**src/rtl/sensor_debounce.sv**
```systemverilog
// Three-channel debounce filter for the line sensors.
// Each channel flips its filtered bit only after STABLE_CYCLES consecutive differing samples.
module sensor_debounce #(
  parameter int unsigned STABLE_CYCLES = 16,
  parameter int unsigned CNT_W         = 16,
  parameter logic [2:0]  RESET_VAL     = 3'b000
) (
  input  logic       clk,
  input  logic       rst_n,
  input  logic       sensor_l_in,
  input  logic       sensor_m_in,
  input  logic       sensor_r_in,
  input  logic       glitch_clr,
  output logic       sensor_l_out,
  output logic       sensor_m_out,
  output logic       sensor_r_out,
  output logic       sensor_changed,
  output logic [7:0] glitch_cnt
);

  // The threshold is compared one bit wider so cnt+1 never wraps before the compare.
  localparam logic [CNT_W:0]   LIMIT    = (CNT_W+1)'(STABLE_CYCLES);
  localparam logic [CNT_W:0]   ONE_WIDE = (CNT_W+1)'(1);
  localparam logic [CNT_W-1:0] ONE_CNT  = CNT_W'(1);

  logic [2:0]       raw;
  logic [2:0]       filt_q, filt_d;
  logic [2:0]       abort;
  logic [2:0]       flip;
  logic [CNT_W-1:0] cnt_q [3];
  logic [CNT_W-1:0] cnt_d [3];
  logic             changed_q, changed_d;
  logic [7:0]       glitch_q, glitch_d;
  logic [1:0]       abort_sum;
  logic [8:0]       glitch_sum;

  // Bit 2 = left, bit 1 = middle, bit 0 = right.
  assign raw = {sensor_l_in, sensor_m_in, sensor_r_in};

  always_comb begin
    filt_d = filt_q;
    abort  = '0;
    flip   = '0;
    for (int i = 0; i < 3; i++) begin
      cnt_d[i] = cnt_q[i];
      if (raw[i] == filt_q[i]) begin
        if (cnt_q[i] != '0) begin
          abort[i] = 1'b1;
          cnt_d[i] = '0;
        end
      end else if (({1'b0, cnt_q[i]} + ONE_WIDE) == LIMIT) begin
        filt_d[i] = raw[i];
        cnt_d[i]  = '0;
        flip[i]   = 1'b1;
      end else begin
        cnt_d[i] = cnt_q[i] + ONE_CNT;
      end
    end
  end

  // Up to three aborts may land on one edge; the sum saturates rather than wraps.
  always_comb begin
    abort_sum  = 2'(abort[0]) + 2'(abort[1]) + 2'(abort[2]);
    glitch_sum = {1'b0, glitch_q} + {7'b0, abort_sum};
    changed_d  = |flip;
    glitch_d   = glitch_q;
    if (glitch_clr) begin
      glitch_d = '0;
    end else if (glitch_sum > 9'd255) begin
      glitch_d = 8'hFF;
    end else begin
      glitch_d = glitch_sum[7:0];
    end
  end

  always_ff @(posedge clk or negedge rst_n) begin
    if (!rst_n) begin
      filt_q    <= RESET_VAL;
      changed_q <= 1'b0;
      glitch_q  <= '0;
      for (int i = 0; i < 3; i++) begin
        cnt_q[i] <= '0;
      end
    end else begin
      filt_q    <= filt_d;
      changed_q <= changed_d;
      glitch_q  <= glitch_d;
      for (int i = 0; i < 3; i++) begin
        cnt_q[i] <= cnt_d[i];
      end
    end
  end

  assign sensor_l_out   = filt_q[2];
  assign sensor_m_out   = filt_q[1];
  assign sensor_r_out   = filt_q[0];
  assign sensor_changed = changed_q;
  assign glitch_cnt     = glitch_q;

endmodule

```
**config.mk**
```make
export PLATFORM = sky130hd
export DESIGN_NAME = sensor_debounce
export DESIGN_NICKNAME = d
export VERILOG_FILES = /design/src/rtl/sensor_debounce.sv
export SDC_FILE = /design/constraint.sdc
export NUM_CORES = 1
export LEC_CHECK = 0
export BUFFER_PORTS_ARGS = -buffer_cell sky130_fd_sc_hd__buf_2
export CELL_PAD_IN_SITES_DETAIL_PLACEMENT = 1
export CELL_PAD_IN_SITES_GLOBAL_PLACEMENT = 1
export CORE_AREA = 2 2 84 94
export DETAILED_ROUTE_END_ITERATION = 12
export DIE_AREA = 0 0 86 96
export HOLD_SLACK_MARGIN = 0.12
export PLACE_DENSITY_LB_ADDON = 0.1
export SYNTH_ARGS = -nofsm -noshare
export SYNTH_HDL_FRONTEND = slang
export SYNTH_SLANG_ARGS = --single-unit
```
**constraint.sdc**
```tcl
create_clock -name clk -period 8.2 [get_ports clk]
set_clock_uncertainty 0.1 [all_clocks]
set_input_delay 0.82 -clock clk [delete_from_list [all_inputs] [get_ports clk]]
set_output_delay 0.82 -clock clk [all_outputs]
set_load 0.05 [all_outputs]
```
==> impl_metrics.py <==
metrics = {
    "status": {
        "status": "complete, no violations",
    },
    "critical_path": {
        "startpoint_type": "register",
        "worstPathArrival_ps": 3810,
        "required_ps": 8360,
        "critPathLaunch": "cnt_q[37]$_DFFE_PN0P_",
        "worstPathMaxFanout": 6,
        "r2r_end": "glitch_cnt[1]$_DFF_PN0_",
        "worstRegToRegCells": 11,
        "r2r-start": "cnt_q[37]$_DFFE_PN0P_",
        "rrSetupSlack_ps": 4550,
        "crit_path_end_kind": "register",
        "crit_end": "glitch_cnt[1]$_DFF_PN0_",
        "path_class": "reg2reg",
    },
    "power": {
        "max-vdd-ir-drop_mv": 0.0962,
        "power_frac_comb": 0.222,
        "leakage_nw": 1.70,
        "power_density_nw_per_um2": 197,
        "switching_share": 0.345,
        "switchingPower_w": 0.000267,
        "pwr-share-seq": 0.457,
        "internal_power_w": 0.000508,
        "clkPwrFrac": 0.321,
    },
    "detailed_routing": {
        "drtIter0Drc": 169,
        "ant_nets": 0,
        "vias_per_cell": 5.80,
        "routed_wl_um": 8270,
        "drc_errors": 0,
        "wl_per_cell_um": 16.6,
        "vias": 2881,
        "drt_first_pass_iters": 4,
    },
    "clocking": {
        "cts_made_buffers": 9,
        "clk_pin_slew_ps": 70,
        "clock_path_buffers": 2,
        "worst_skew_pair.late_latency_ps": 340,
        "cts.repair.resized": 0,
        "cts_tree": "built",
        "cts_sinks": 60,
        "post_cts_buffers": 0,
        "cts_root_buffer": "clkbuf_8",
        "cts_hold_buf": 0,
        "h-tree-depth": 3,
    },
    "synthesis": {
        "synth_edf_count": 0,
        "netlist.area_leader.share": 0.416,
        "syn_area_per_cell_um2": 9.25,
        "async_flop_share": 1.00,
        "netlist_top_cells_count": "dfrtp_1 (60), nor2_1 (58), xor2_1 (29), nand3_1 (27), nand2_1 (25)",
        "yosysTopAreaCell": "dfrtp_1",
        "synthesis.area_um2": 3610,
        "synth.distinct_cells": 57,
        "synthCells": 390,
        "ys_warn_count": 0,
        "syn_nets": 406,
        "ys_seq_area_frac": 0.416,
        "synth_seq_cells": 60,
        "yosys-top-cells-area": "dfrtp_1 (42%), xor2_1 (7.0%), nor2_1 (6.0%)",
        "yosysMostFrequentCell": "dfrtp_1",
        "synth-main-ff-cell": "dfrtp_1",
    },
    "placed_design": {
        "gp_congestion": 0.800,
        "hpwl_um": 5880,
        "post_dp_cell_area_um2": 3750,
        "portBuffers": 17,
    },
    "timing": {
        "fin_crit_sh": 0.445,
        "rsz0062_at_grt": "no",
        "fmax_mhz": 274,
        "finalSetupViolations": 0,
        "max_slew_margin": 0.477,
        "min_period_ps": 3650,
        "tns_ps": 0,
        "report.final.slew_viol_count": 0,
        "final_hold_viol_count": 0,
        "holdWs_ps": 479,
        "worstMarginPinSlew_ps": 785,
    },
    "floorplanning": {
        "coreArea_um2": 7310,
        "rows": 33,
        "io_pins": 18,
        "die_h_um": 96,
        "design.die.area_um2": 8260,
        "start_util": 0.493,
        "dieWidth_um": 86,
    },
    "layout": {
        "multi_input_area_um2": 1970,
        "drive_above_1_share": 0.132,
        "area_growth_pct": 8.99,
        "seq_area_um2": 1500,
        "final_area_um2": 3930,
        "num-nets-final": 421,
        "diodes": 0,
        "fill_cells": 854,
    },
    "min_path": {
        "min_from": "cnt_q[17]$_DFFE_PN0P_",
        "hold_path_class": "reg2reg",
    },
    "global_routing": {
        "grt_pass1_vias": 3030,
        "antenna_found_initial": 0,
        "grt_usage": 0.225,
        "grt_max_degree": 61,
        "grt_pass1_wl_um": 14600,
        "grt_overflow": 0,
    },
    "flow_run": {
        "maxCapViolCount": 0,
    },
}
-- power by group through the flow --
stage               combinational (W)  sequential [W]  clock (W)
CTS                          0.000178        0.000355   0.000255
global route                 0.000200        0.000361   0.000266
finish                       0.000172        0.000354   0.000249
global placement             0.000168        0.000359          0
floorplan                    0.000114        0.000366          0
detailed placement           0.000175        0.000360          0
-- worst min path at each step --
stage                                       end  slack, ps  cells after the start
after floorplan           cnt_q[17]$_DFFE_PN0P_        410                      2
after global placement    cnt_q[17]$_DFFE_PN0P_        450                      2
after detailed placement  cnt_q[17]$_DFFE_PN0P_        470                      2
after CTS                 cnt_q[17]$_DFFE_PN0P_        480                      2
after global routing      cnt_q[17]$_DFFE_PN0P_        520                      2
final                     cnt_q[17]$_DFFE_PN0P_        480                      2
-- critical path, stage by stage, from the launching register on --
cell and delay [ps]:
dfrtp_1 430, or3_1 410, or4_1 420, nor3_1 280, nor2_1 100, fa_1 520, ha_1 160, inv_1 50
fa_1 460, nor2_1 180, nand3_1 220, a21oi_1 230
-- layer usage --
layer	part of all wire	GRT usage
met1	0.46	0.284
met2	0.50	0.377
met3	0.018	0.0352
met4	0.020	0.107
met5	0	0
-- cell usage in the layout (no fill, tap or decap), drive strengths merged, types with 2 or more instances in the layout --
| cell type | Yosys | routed |
|---|---|---|
| and3 | 6 | 6 |
| nor4 | 12 | 12 |
| nor4b | 5 | 5 |
| a21oi | 13 | 13 |
| o21ai | 11 | 11 |
| buf | 8 | 20 |
| o22ai | 2 | 2 |
| inv | 18 | 18 |
| and4 | 4 | 4 |
| nand3 | 30 | 30 |
| a31oi | 3 | 3 |
| or4 | 2 | 2 |
| nor3b | 3 | 3 |
| dfrtp | 60 | 60 |
| clkbuf | 8 | 12 |
| nand4 | 12 | 12 |
| nor2 | 58 | 58 |
| nor3 | 14 | 14 |
| mux2 | 4 | 4 |
| and2 | 4 | 4 |
| clkinv | 0 | 4 |
| xnor2 | 23 | 23 |
| nand2 | 25 | 25 |
| xor2 | 29 | 29 |
| a31o | 2 | 2 |
| o2111ai | 2 | 2 |
| or3 | 6 | 6 |
| fa | 2 | 2 |
| ha | 8 | 8 |
-- metrics by stage --
step,worst slack (ps),total power (W),util,std cells
after floorplan,4910,0.000480,-,390
after global placement,4670,0.000527,0.513,481
after detailed placement,4540,0.000535,0.513,481
after CTS,4520,0.000788,0.538,497
after global routing,4310,0.000827,0.538,497
final,4550,0.000776,0.538,497
-- layout make-up --
type,count,area share
multi-input combinational,296,0.500
sequential,60,0.382
clock buffer,12,0.0395
tap,87,0.0277
timing repair buffer,20,0.0274
inverter,18,0.0172
clock inverter,4,0.00605
-- state kept, by name, summed over array words and instances, names as in the netlist --
signal and count:
cnt_q 48, sensor_changed 1, glitch_cnt 8, filt_q 3
-- cell families after synthesis --
logic type,count (synthesis),synth area share
AOI/OAI and AO/OA,42,0.0743
xor gates and xnor gates,52,0.126
DFF,60,0.416
buffers and inverters,34,0.0385
muxes,5,0.0173
adders and majority gates,10,0.0389
and+or+nand+nor,187,0.288
(Power assumes the default switching activity.)
